`config.mk`:
```
export PLATFORM = sky130hd
export DESIGN_NAME = jpeg_bit_packer
export DESIGN_NICKNAME = d
export VERILOG_FILES = /design/src/rtl/jpeg_pkg.sv /design/src/rtl/jpeg_byte_stuffer.sv /design/src/rtl/jpeg_bit_packer.sv
export SDC_FILE = /design/constraint.sdc
export NUM_CORES = 1
export LEC_CHECK = 0
export CELL_PAD_IN_SITES_DETAIL_PLACEMENT = 1
export CELL_PAD_IN_SITES_GLOBAL_PLACEMENT = 1
export CORE_MARGIN = 5
export CORE_UTILIZATION = 44
export CTS_CLUSTER_SIZE = 16
export DETAILED_ROUTE_END_ITERATION = 6
export PLACE_DENSITY = 0.83
export SKIP_LAST_GASP = 1
export SLEW_MARGIN = 40
export SYNTH_ARGS = -nofsm -noshare
export SYNTH_HDL_FRONTEND = slang
export SYNTH_HIERARCHICAL = 1
export SYNTH_SLANG_ARGS = --single-unit
export TNS_END_PERCENT = 5
```
`constraint.sdc`:
```
create_clock -name clk -period 5.65 [get_ports clk]
set_input_delay 1.695 -clock clk [delete_from_list [all_inputs] [get_ports clk]]
set_output_delay 1.695 -clock clk [all_outputs]
set_load 0.01 [all_outputs]
```
`src/rtl/jpeg_pkg.sv`:
```
// rtl/jpeg_pkg.sv - shared constants and state encoding for the JPEG entropy-coded-segment path
//
// Purpose: holds the constants and the state type that the bit packer and the
// decoder-side unstuffer both use.
// Contents:
//   JPEG_MAX_CODE_LEN - longest code accepted per transfer (16-bit Huffman + 11 magnitude bits)
//   JPEG_STUFF_BYTE   - byte inserted after every emitted 0xFF
//   JPEG_FF           - byte value that triggers stuffing
//   JPEG_PAD_BIT      - value used to fill the final partial byte
//   jpeg_state_e      - RUN / STUFF / PAD / DONE
package jpeg_pkg;

  localparam int         JPEG_MAX_CODE_LEN = 27;
  localparam logic [7:0] JPEG_STUFF_BYTE   = 8'h00;
  localparam logic [7:0] JPEG_FF           = 8'hFF;
  localparam logic       JPEG_PAD_BIT      = 1'b1;

  typedef enum logic [1:0] {
    JPEG_RUN   = 2'd0,
    JPEG_STUFF = 2'd1,
    JPEG_PAD   = 2'd2,
    JPEG_DONE  = 2'd3
  } jpeg_state_e;

endpackage

```
`src/rtl/jpeg_byte_stuffer.sv`:
```
// rtl/jpeg_byte_stuffer.sv - inserts a 0x00 byte after every 0xFF in a valid/ready byte stream
//
// Purpose: byte pass-through that injects a stuff byte after each accepted 0xFF.
// Ports:
//   clk_i, rst_i               - clock, synchronous active-high reset
//   s_tdata_i/s_tvalid_i/s_tready_o - upstream byte stream
//   m_tdata_o/m_tvalid_o/m_tready_i - downstream byte stream
//   stuff_pending_o            - high while the stuff byte is being presented
module jpeg_byte_stuffer
  import jpeg_pkg::*;
(
  input  logic       clk_i,
  input  logic       rst_i,
  input  logic [7:0] s_tdata_i,
  input  logic       s_tvalid_i,
  output logic       s_tready_o,
  output logic [7:0] m_tdata_o,
  output logic       m_tvalid_o,
  input  logic       m_tready_i,
  output logic       stuff_pending_o
);

  logic stuff_q;
  logic stuff_d;

  // Upstream data is forwarded combinationally; upstream is registered, so
  // m_tvalid_o never depends on m_tready_i.
  always_comb begin
    m_tvalid_o      = stuff_q | s_tvalid_i;
    m_tdata_o       = stuff_q ? JPEG_STUFF_BYTE : s_tdata_i;
    s_tready_o      = !stuff_q && m_tready_i;
    stuff_pending_o = stuff_q;
  end

  always_comb begin
    stuff_d = stuff_q;
    if (m_tvalid_o && m_tready_i) begin
      stuff_d = !stuff_q && (s_tdata_i == JPEG_FF);
    end
  end

  always_ff @(posedge clk_i) begin
    if (rst_i) begin
      stuff_q <= 1'b0;
    end else begin
      stuff_q <= stuff_d;
    end
  end

endmodule

```
`src/rtl/jpeg_bit_packer.sv`:
```
// rtl/jpeg_bit_packer.sv - packs variable-length codes MSB-first into a stuffed JPEG byte stream
//
// Purpose: appends right-aligned codes to a 40-bit left-aligned bit buffer,
// emits whole bytes through jpeg_byte_stuffer, and on flush pads the last
// partial byte with 1s before pulsing flush_done.
// Ports:
//   clk, rst                       - clock, synchronous active-high reset
//   in_valid/in_ready              - code transfer handshake
//   code_bits[MAX_LEN-1:0], code_len[LEN_W-1:0] - right-aligned code and its length
//   flush_req/flush_done           - pad-and-drain request, one-cycle completion pulse
//   out_byte/out_valid/out_ready   - output byte stream
//   byte_count, stuff_count        - only when JPEG_PACKER_STATS_EN is defined
// Build option: define JPEG_PACKER_STATS_EN to add the saturating statistics counters.
module jpeg_bit_packer
  import jpeg_pkg::*;
#(
  parameter int MAX_LEN = JPEG_MAX_CODE_LEN,
  parameter int LEN_W   = 5
) (
  input  logic               clk,
  input  logic               rst,
  input  logic               in_valid,
  output logic               in_ready,
  input  logic [MAX_LEN-1:0] code_bits,
  input  logic [LEN_W-1:0]   code_len,
  input  logic               flush_req,
  output logic               flush_done,
  output logic [7:0]         out_byte,
  output logic               out_valid,
  input  logic               out_ready
`ifdef JPEG_PACKER_STATS_EN
  ,
  output logic [31:0]        byte_count,
  output logic [15:0]        stuff_count
`endif
);

  localparam int BUF_W = 40;

  localparam logic [1:0] ST_RUN  = JPEG_RUN;
  localparam logic [1:0] ST_PAD  = JPEG_PAD;
  localparam logic [1:0] ST_DONE = JPEG_DONE;

  logic [BUF_W-1:0] buf_q, buf_d;
  logic [5:0]       cnt_q, cnt_d;
  logic [1:0]       state_q, state_d;

  logic [LEN_W-1:0] len_sat;
  logic [BUF_W-1:0] code_ext;
  logic [BUF_W-1:0] append;
  logic [5:0]       sh;

  logic             s_tvalid;
  logic             s_tready;
  logic             stuff_busy;
  logic             pop;
  logic             take;

  jpeg_byte_stuffer u_stuffer (
    .clk_i           (clk),
    .rst_i           (rst),
    .s_tdata_i       (buf_q[BUF_W-1 -: 8]),
    .s_tvalid_i      (s_tvalid),
    .s_tready_o      (s_tready),
    .m_tdata_o       (out_byte),
    .m_tvalid_o      (out_valid),
    .m_tready_i      (out_ready),
    .stuff_pending_o (stuff_busy)
  );

  always_comb begin
    len_sat  = (code_len > LEN_W'(MAX_LEN)) ? LEN_W'(MAX_LEN) : code_len;
    // Mask off bits at and above code_len, then move the code just below the
    // residual bits. sh is at least 40-7-27 = 6, so nothing falls off the top.
    code_ext = {{(BUF_W-MAX_LEN){1'b0}}, code_bits} & ~({BUF_W{1'b1}} << len_sat);
    sh       = 6'(BUF_W) - cnt_q - 6'(len_sat);
    append   = code_ext << sh;
  end

  always_comb begin
    s_tvalid   = (state_q == ST_RUN) && (cnt_q >= 6'd8);
    pop        = s_tvalid && s_tready;
    // rst gating keeps in_ready low during the reset cycle itself.
    in_ready   = !rst && (state_q == ST_RUN) && !stuff_busy && (cnt_q < 6'd8) && !flush_req;
    take       = in_valid && in_ready;
    flush_done = (state_q == ST_DONE);
  end

  always_comb begin
    buf_d   = buf_q;
    cnt_d   = cnt_q;
    state_d = state_q;
    case (state_q)
      ST_RUN: begin
        // pop and take are mutually exclusive through the cnt_q >= 8 split.
        if (pop) begin
          buf_d = buf_q << 8;
          cnt_d = cnt_q - 6'd8;
        end else if (take) begin
          buf_d = buf_q | append;
          cnt_d = cnt_q + 6'(len_sat);
        end else if (flush_req && !stuff_busy && (cnt_q < 6'd8)) begin
          state_d = ST_PAD;
        end
      end
      ST_PAD: begin
        if (cnt_q != 6'd0) begin
          // Bits below the residual are always zero, so OR-ing in the pad works.
          buf_d[BUF_W-1 -: 8] = buf_q[BUF_W-1 -: 8] | ({8{JPEG_PAD_BIT}} >> cnt_q[2:0]);
          cnt_d   = 6'd8;
          state_d = ST_RUN;
        end else begin
          state_d = ST_DONE;
        end
      end
      ST_DONE: state_d = ST_RUN;
      default: state_d = ST_RUN;
    endcase
  end

  always_ff @(posedge clk) begin
    if (rst) begin
      buf_q   <= '0;
      cnt_q   <= '0;
      state_q <= ST_RUN;
    end else begin
      buf_q   <= buf_d;
      cnt_q   <= cnt_d;
      state_q <= state_d;
    end
  end

`ifdef JPEG_PACKER_STATS_EN
  logic [31:0] byte_cnt_q;
  logic [15:0] stuff_cnt_q;

  always_ff @(posedge clk) begin
    if (rst) begin
      byte_cnt_q  <= '0;
      stuff_cnt_q <= '0;
    end else if (out_valid && out_ready) begin
      if (byte_cnt_q != '1) begin
        byte_cnt_q <= byte_cnt_q + 32'd1;
      end
      if (stuff_busy && (stuff_cnt_q != '1)) begin
        stuff_cnt_q <= stuff_cnt_q + 16'd1;
      end
    end
  end

  assign byte_count  = byte_cnt_q;
  assign stuff_count = stuff_cnt_q;
`endif

endmodule

```
==> results by group, run 1 <==
Run status
  • Status: finished clean

Global routing
  • Antenna violations before repair: 0
  • Total Routing Usage GR: 0.310
  • Gr ovfl total: 0
  • First-pass GRT wire length: 35.2 mm
  • Largest net degree at the start of global routing: 44
  • Vias in the first global route: 6173

Route
  • Vias/cell: 6.93
  • Drt drc: 0
  • Pre-antenna DRT Iters: 5
  • Routed Wire Length: 22.2 mm
  • DRT antenna net count: 0
  • DR vias: 6033
  • WL/cell: 25.5 µm
  • First DRT Iteration DRCs: 546

Logic synthesis
  • Yosys top cell by area: dfxtp_1
  • Post-synth EDFFs: 0
  • Syn Nets: 742
  • Yosys reg bits: 49
  • Most numerous cell in the Yosys netlist: nor2_1
  • Mean Syn Cell Area: 7.67 µm²
  • Part of the Yosys area used for sequential elements: 0.186
  • Syn. warnings: 6
  • Gate Count Post-Synth: 688
  • Netlist cell types: 86
  • Mapped cell area: 0.00528 mm²
  • Dominant register cell in the synthesized netlist: dfxtp_1
  • Async SR Flop Fraction: 0
  • Synth top area share: 0.186
  • Synth area leaders: dfxtp_1 19%, mux2i_1 4.4%, nor2_1 4.2%, nand2_1 4.1%, o211ai_1 3.8%
  • Most frequent cells after synthesis: 59 x nor2_1, 58 x nand2_1, 49 x dfxtp_1, 28 x o21ai_0

Final layout
  • Final nets: 777
  • Fraction of layout cells with a size suffix above 1: 0.113
  • Final cell count without fillers: 871
  • FILL cells: 1493
  • Ant diodes: 0
  • Area grow syn2layout: 15.2%

Critical path
  • Critical Path Source Type: primary input
  • Reg2reg start: cnt_q[1]
  • CP max stage delay: 580 ps
  • Worst r2r path cells: 11
  • Worst Setup SP: code_len[3]
  • Slowest stage cell, crit path: mux2i_1
  • CP arrival: 5520 ps
  • Crit Path Class: in -> reg
  • Endpoint type of the worst setup path: flip-flop
  • CP max FO: 18
  • Crit path required time: 5860 ps
  • CP cell instances: clkdlybuf4s50_1 > inv_1 > nor2_1 > a21o_1 > ha_1 > inv_1 > ha_2 > buf_4 > o311ai_1 > o211ai_1 > o31ai_1 > buf_4 > mux2i_1 > a22oi_1 > a41oi_1

Worst hold path
  • Hold Path Depth: 1
  • Hold Path Origin: buf_q[2]
  • Hold/Removal Path Class: reg -> reg

Die
  • Die area: 0.0143 mm²
  • Core region area: 0.0119 mm²
  • Floorplan row count: 40
  • Die Width: 120 µm
  • Initial Util: 0.445
  • Die Ht: 120 µm
  • # IOs: 48

Power and ir drop
  • Design Power: 0.00278 W
  • Leak Pwr: 2.22 nW
  • Worst VDD drop: 0.210 mV
  • Cell area power density: 457 mW/mm²

Clocking
  • Total setup buffers inserted after CTS: 0
  • Clk slew on worst S/H paths: 70 ps
  • Hold_buf cts: 0
  • Max Buffers Root-to-Sink: 2
  • TritonCTS clock tree: yes
  • Skew-Pair Late Insertion Delay: 300 ps
  • CTS H-tree lvls: 2
  • CTS resizes: 0
  • Inserted Clock Buffers: 5
  • # clock sinks: 49
  • Clk root buf: clkbuf_16

Timing
  • Fin. Hold Viols: 0
  • Final Max Tran Viols: 0
  • PnR worst setup slack: 343 ps
  • Fin crit share: 0.939
  • RSZ-0062 raised after global routing: false
  • Worst Max-Slew Pin Slew: 789 ps
  • Worst slew margin: 0.461
  • Fin Setup TNS: 0 ps
  • Clock Skew: 6.30 ps
  • Hold Slack: 472 ps
  • Min Tclk post-route: 5310 ps
  • Final setup violation count: 0
  • Top achievable clock speed: 188 MHz

Placement
  • IO Port Bufs: 47
  • Placed cell count: 863
  • Detailed placer's ending HPWL: 17.4 mm
  • Pre-CTS setup slack: 127 ps
  • GPL Wtd Cong: 1.02

Run
  • Max-cap check violation count: 0
## report_power, final
part	internal (W)	switching (W)	total, W
logic	0.000713	0.00125	0.00196
clock network	0.000167	0.000144	0.000311
registers	0.000423	0.0000808	0.000504
total	0.00130	0.00148	0.00278
## placed cells by master (no fill, tap or decap), types with 5 or more instances in the layout
cell type,Yosys,final
or3_1,10,10
a221oi_1,11,11
a211oi_1,21,21
o221ai_1,8,8
clkdlybuf4s50_1,0,47
dfxtp_1,49,49
nor2b_1,12,12
o21a_1,9,9
o31a_1,5,5
a31oi_1,16,16
nand2b_1,7,7
a21o_1,7,7
ha_1,15,14
a221o_1,5,5
inv_1,23,23
nor4_1,16,16
nand2_1,58,58
o211ai_1,27,27
nor2_1,59,59
and2_1,8,8
o21ai_0,28,28
nor3_1,24,24
mux2i_1,23,23
mux4_2,5,5
buf_4,5,38
mux2_2,5,5
nand3_1,22,22
o31ai_1,6,6
clkbuf_16,0,5
and3_1,7,6
o311ai_0,5,5
o211a_1,6,6
o22ai_1,5,5
a21oi_1,27,27
o21ai_1,6,6
## area by class of cell
| class | count | area (µm²) | area share |
|---|---|---|---|
| multi-input combinational | 557 | 3920 | 0.644 |
| sequential | 49 | 981 | 0.161 |
| timing repair buffer | 85 | 756 | 0.124 |
| tap | 147 | 184 | 0.0302 |
| clock buffer | 5 | 125 | 0.0206 |
| inverter | 25 | 93.8 | 0.0154 |
| clock inverter | 3 | 25.0 | 0.00411 |
## final timing paths
check	end	slack, ps
setup reg to reg	buf_q[37]	2260
setup / recovery	buf_q[37]	340
hold reg to reg	buf_q[2]	470
hold / removal	buf_q[2]	470
## kinds of logic (layout without fill, tap and decap cells)
family / Yosys count / in the layout / synth area share
AOI/OAI and AO/OA: 252 / 252 / 0.369
and+or+nand+nor: 246 / 246 / 0.235
buffers and inverters: 82 / 118 / 0.0740
DFF: 49 / 49 / 0.186
muxes: 34 / 34 / 0.0778
adders and majority gates: 17 / 17 / 0.0431
xor gates and xnor gates: 8 / 8 / 0.0147
## worst max-delay path: cells and delay by family
family,cells,cell delay (ps)
AOI/OAI and AO/OA,6,1150
adders and majority gates,2,850
buffers and inverters,5,1130
muxes,1,580
and+or+nand+nor,1,110
## layer usage
layer | part of all wire | GRT usage | up-vias
met5 | 0 | 0 | -
met4 | 0.035 | 0.0988 | 0
met3 | 0.059 | 0.0434 | 58
met2 | 0.46 | 0.506 | 239
met1 | 0.44 | 0.422 | 2985
li1 | - | - | 2751
## per-stage QoR
step | utilization | instance area, µm²
global placement | 0.500 | 5930
detailed placement | 0.500 | 5930
global route | 0.513 | 6080
floorplan | - | 5280
CTS | 0.513 | 6080
finish | 0.513 | 6080
## state kept, by name, summed over array words and instances (netlist names)
name and flops:
state_q 2, cnt_q 6, buf_q 40, u_stuffer/stuff_pending_o 1
Note: power is estimated with default switching activity, not from simulation.
==> run 2, diff against run 1 <==
Settings changed: CORE_MARGIN 5 to 3, CTS_CLUSTER_SIZE 16 to 30, MAX_ROUTING_LAYER set to met4.
==> run 2 against run 1 <==
  * Utilization grew 2.6 points
  * Clock-buffer cell count up 1
  * Register-to-register slack better by 30 ps
  * Final cell count up 1.1%
  * Via count up 2.6%
  * Combinational power increased by 5%
  * Critical path depth shrank 1
  * Worst setup slack worse by 74 ps
  * Flip-flop and latch count unchanged
  * Sequential power about the same
  * Critical path type unchanged
  * Critical endpoint is now buf_q[35]
==> results by group, run 2 (same netlist as run 1, synthesis figures left out) <==
Clocking
  • CTS resizes: 0
  • Skew-Pair Late Insertion Delay: 300 ps
  • Hold_buf cts: 0
  • Clk slew on worst S/H paths: 70 ps
  • # clock sinks: 49
  • TritonCTS clock tree: yes
  • Max Buffers Root-to-Sink: 2
  • CTS H-tree lvls: 2
  • Inserted Clock Buffers: 5
  • Total setup buffers inserted after CTS: 0
  • Clk root buf: clkbuf_16

Global routing
  • Vias in the first global route: 6009
  • First-pass GRT wire length: 35.7 mm
  • Largest net degree at the start of global routing: 44
  • Total Routing Usage GR: 0.357
  • Antenna violations before repair: 0
  • Gr ovfl total: 0

Timing
  • PnR worst setup slack: 270 ps
  • Top achievable clock speed: 186 MHz
  • Fin Setup TNS: 0 ps
  • Worst slew margin: 0.505
  • Worst Max-Slew Pin Slew: 735 ps
  • RSZ-0062 raised after global routing: false
  • Final setup violation count: 0
  • Final Max Tran Viols: 0
  • Min Tclk post-route: 5380 ps
  • Clock Skew: 5.23 ps
  • Fin crit share: 0.952
  • Fin. Hold Viols: 0

Route
  • Drt drc: 0
  • Vias/cell: 7.02
  • DR vias: 6188
  • DRT antenna net count: 0
  • Pre-antenna DRT Iters: 6
  • First DRT Iteration DRCs: 667
  • WL/cell: 26.3 µm
  • Routed Wire Length: 23.1 mm

Placement
  • GPL Wtd Cong: 1.00
  • Detailed placer's ending HPWL: 18.0 mm
  • Pre-CTS setup slack: 50.2 ps
  • Placed cell count: 873
  • IO Port Bufs: 47

Final layout
  • FILL cells: 1448
  • Commonest non-fill, non-tap cell in the layout: nor2_1
  • Area grow syn2layout: 18.1%
  • Final cell count without fillers: 881
  • Max reg flops: 40
  • Footprint of the multi-input gates: 0.00392 mm²
  • Final Util: 0.539
  • Regs by FF count: buf_q: 40 flops, cnt_q: 6 flops, state_q: 2 flops
  • Ant diodes: 0
  • Most frequent cells in the layout: 59 x nor2_1, 58 x nand2_1, 50 x buf_4
  • Largest reg by FF count: buf_q
  • Fraction of layout cells with a size suffix above 1: 0.129
  • Register area: 981 µm²
  • Final nets: 791

Run status
  • Status: finished clean

Critical path
  • Most common cell on crit path: nor2_1
  • Crit path required time: 5840 ps
  • Critical Path Source Type: primary input
  • Crit Path Class: in -> reg
  • Flop2flop setup slack: 2290 ps
  • Endpoint type of the worst setup path: flip-flop
  • CP bufs+invs: 3
  • CP max FO: 7
  • Slowest stage cell, crit path: nor2_1
  • CP max stage delay: 540 ps
  • CP arrival: 5570 ps
  • CP cell instances: clkdlybuf4s50_1 > inv_1 > nor2_1 > a21o_1 > inv_1 > ha_1 > ha_2 > fa_1 > nand3_1 > and3_1 > nor2_1 > nor2_1 > o211ai_1 > a2111oi_2
  • Delay-heaviest family, CP: simple AND/OR/NAND/NOR gates

Die
  • # IOs: 48
  • Die area: 0.0133 mm²
  • Initial Util: 0.456
  • Die Ht: 116 µm
  • Floorplan row count: 39
  • Die Width: 116 µm
  • Core region area: 0.0116 mm²

Run
  • Max-cap check violation count: 0

Power and ir drop
  • Worst VDD drop: 0.186 mV
  • Cell area power density: 469 mW/mm²
  • Leak Pwr: 2.31 nW
  • Design Power: 0.00292 W

Worst hold path
  • Hold/Removal Path Class: reg -> reg
-- run 2: cell types whose count changed in the layout (fill, tap and decap cells not counted), sizes merged --
cell,previous run,this run
clkinv,2,1
clkbuf,5,6
bufinv,0,1
buf,38,52
inv,25,24
-- run 2: cell type report --
class,count,share of cell area
inverters,25,0.0151
clock inverters,2,0.00602
well taps,143,0.0287
repair buffers,99,0.142
flip-flops and latches,49,0.157
multi-input cells,557,0.628
clock buffers,6,0.0223
-- run 2: report_power, final --
group	total [W]	internal (W)	switching, W	leakage, nW
registers	0.000504	0.000423	0.0000815	0.397
clock network	0.000363	0.000221	0.000142	0.0831
logic	0.00206	0.000767	0.00129	1.83
total	0.00292	0.00141	0.00151	2.31
-- run 2: worst paths after layout --
path,from,to,cells past startpoint
hold reg to reg,buf_q[2],buf_q[2],1
hold / removal,buf_q[2],buf_q[2],1
setup reg to reg,cnt_q[2],buf_q[35],9
setup / recovery,code_len[3],buf_q[35],14
-- run 2: metrics by stage --
stage	hold WS [ps]	cell area [µm²]
2_1_floorplan	440	5280
6_report	478	6230
5_1_grt	496	6230
4_1_cts	478	6230
3_5_place_dp	461	6060
3_3_place_gp	451	6060
-- run 2: metal layers --
layer | vias to the layer above | share of wire | track usage
met5 | - | 0 | -
met2 | 273 | 0.46 | 0.553
met1 | 3065 | 0.44 | 0.489
met3 | 54 | 0.070 | 0.0470
li1 | 2796 | - | -
met4 | 0 | 0.030 | 0.0970
==> run 3, diff against run 2 <==
Settings changed: GPL_TIMING_DRIVEN set to 0, REMOVE_ABC_BUFFERS set to 1, SKIP_CTS_REPAIR_TIMING set to 1.
==> run 3 against run 2 <==
  * Combinational power is 5% lower
  * Total power fell by 3.3%
  * Critical path depth increased by 1
  * Flip-flop and latch count stayed put
  * Final cell count fell by 4.9%
  * Hold slack worse by 4.9 ps
  * Sequential share of layout area rose by 0.54 points
  * Non-clock buffer count is 44 lower
  * Register-to-register slack got worse by 210 ps
  * Global-route usage decreased by 3.8 points
  * Via count fell by 2.1%
  * Critical path type unchanged
  * Highest routed layer unchanged
==> results by group, run 3 (same netlist as run 1, synthesis figures left out) <==
Run status
  • Status: finished clean

Power and ir drop
  • Leak Pwr: 2.12 nW
  • Sequential Power Share: 0.178
  • Worst VDD drop: 0.201 mV
  • Switching Share: 0.527
  • Internal power: 0.00134 W
  • Cell area power density: 469 mW/mm²
  • NetSw: 0.00149 W
  • Combinational cell fraction of total power: 0.694
  • Clk pwr share: 0.128

Die
  • Core region area: 0.0116 mm²
  • Die Width: 116 µm
  • Die Ht: 116 µm
  • Die area: 0.0133 mm²
  • Initial Util: 0.456
  • Floorplan row count: 39
  • # IOs: 48

Route
  • Routed Wire Length: 21.1 mm
  • First DRT Iteration DRCs: 647
  • Vias/cell: 7.23
  • DRT antenna net count: 0
  • DR vias: 6055
  • WL/cell: 25.2 µm
  • Pre-antenna DRT Iters: 5
  • Drt drc: 0

Clocking
  • Clk slew on worst S/H paths: 70 ps
  • Inserted Clock Buffers: 5
  • CTS H-tree lvls: 2
  • TritonCTS clock tree: yes
  • Max Buffers Root-to-Sink: 2
  • Clk root buf: clkbuf_16
  • Skew-Pair Late Insertion Delay: 300 ps
  • # clock sinks: 49

Final layout
  • Area grow syn2layout: 14.2%
  • FILL cells: 1406
  • Ant diodes: 0
  • Footprint of the multi-input gates: 0.00400 mm²
  • Final nets: 748
  • Max reg flops: 40
  • Final Util: 0.521
  • Largest reg by FF count: buf_q
  • Most frequent cells in the layout: 58 x nand2_1, 58 x nor2_1, 49 x dfxtp_1
  • Register area: 981 µm²
  • Regs by FF count: buf_q: 40 flops, cnt_q: 6 flops, state_q: 2 flops
  • Fraction of layout cells with a size suffix above 1: 0.101

Timing
  • Top achievable clock speed: 181 MHz
  • Worst Max-Slew Pin Slew: 791 ps
  • Min Tclk post-route: 5530 ps
  • Final setup violation count: 0
  • Clock Skew: 3.31 ps
  • Fin. Hold Viols: 0
  • Final Max Tran Viols: 0
  • RSZ-0062 raised after global routing: true
  • Fin crit share: 0.979
  • Hold Slack: 473 ps
  • Fin Setup TNS: 0 ps
  • Worst slew margin: 0.467
  • PnR worst setup slack: 116 ps

Critical path
  • CP max stage delay: 470 ps
  • Most common cell on crit path: nor2_1
  • Reg2reg start: cnt_q[2]
  • CP bufs+invs: 4
  • Delay-heaviest family, CP: compound AO/OA/AOI/OAI gates
  • Slowest stage cell, crit path: fa_2
  • Endpoint type of the worst setup path: flip-flop
  • CP cell instances: clkbuf_4 > inv_2 > nor2_1 > a21o_1 > ha_1 > inv_1 > ha_4 > fa_2 > xnor2_4 > buf_8 > nor2_1 > o311ai_0 > o21ai_0 > nor3_1 > a2111oi_1
  • CP max FO: 36
  • Crit path required time: 5820 ps
  • CP arrival: 5700 ps
  • Crit Path Class: in -> reg
  • Critical Path Source Type: primary input
  • Worst Setup SP: code_len[4]

Worst hold path
  • Hold Path Origin: buf_q[3]
  • Hold/Removal Path Class: reg -> reg

Global routing
  • Total Routing Usage GR: 0.319
  • Antenna violations before repair: 0
  • Gr ovfl total: 0
  • Vias in the first global route: 5895
  • First-pass GRT wire length: 32.6 mm
  • Largest net degree at the start of global routing: 56

Placement
  • Pre-CTS setup slack: -840 ps
  • IO Port Bufs: 47
  • GPL Wtd Cong: 0.957
  • Detailed placer's ending HPWL: 15.6 mm

Run
  • Max-cap check violation count: 0
[run 3: path summary, 6_finish.rpt]
path	end	slack, ps	depth (start not counted)
max	buf_q[30]	120	15
min	buf_q[3]	470	1
max reg2reg	buf_q[30]	2080	10
min reg2reg	buf_q[3]	470	1
[run 3: worst reg2reg max path: stages, from the launching register on]
cell	delay [ps]
dfxtp_1	480
inv_1	150
ha_1	410
fa_2	490
xnor2_4	270
buf_8	220
nor2_1	380
o311ai_0	320
o21ai_0	230
nor3_1	110
a2111oi_1	370
[run 3: metrics by stage]
stage          area, µm²  instances  power [W]
4_1_cts             5950        833    0.00270
5_1_grt             6030        838    0.00298
2_1_floorplan       4980        631    0.00167
3_5_place_dp        5770        825    0.00234
6_report            6030        838    0.00283
3_3_place_gp        5630        821    0.00221
[run 3: power by group through the flow]
stage                     combinational, W  clock (W)  sequential [W]
after floorplan                    0.00119          0        0.000478
after global placement             0.00171          0        0.000502
after detailed placement           0.00183          0        0.000508
after CTS                          0.00184   0.000361        0.000502
after global routing               0.00210   0.000373        0.000511
final                              0.00196   0.000362        0.000504
[run 3: layout make-up]
| cell class | count | share of cell area |
|---|---|---|
| multi-input cells | 557 | 0.664 |
| flip-flops and latches | 49 | 0.163 |
| repair buffers | 55 | 0.0957 |
| well taps | 143 | 0.0297 |
| clock buffers | 6 | 0.0230 |
| inverters | 25 | 0.0168 |
| clock inverters | 2 | 0.00623 |
| repair inverters | 1 | 0.00125 |
[run 3: per-layer routing]
layer  vias to the layer above  track usage  part of all wire
met1                      2995        0.420              0.43
met3                        70       0.0392             0.071
met4                         0        0.101             0.034
met5                         -            -                 0
li1                       2696            -                 -
met2                       294        0.511              0.46
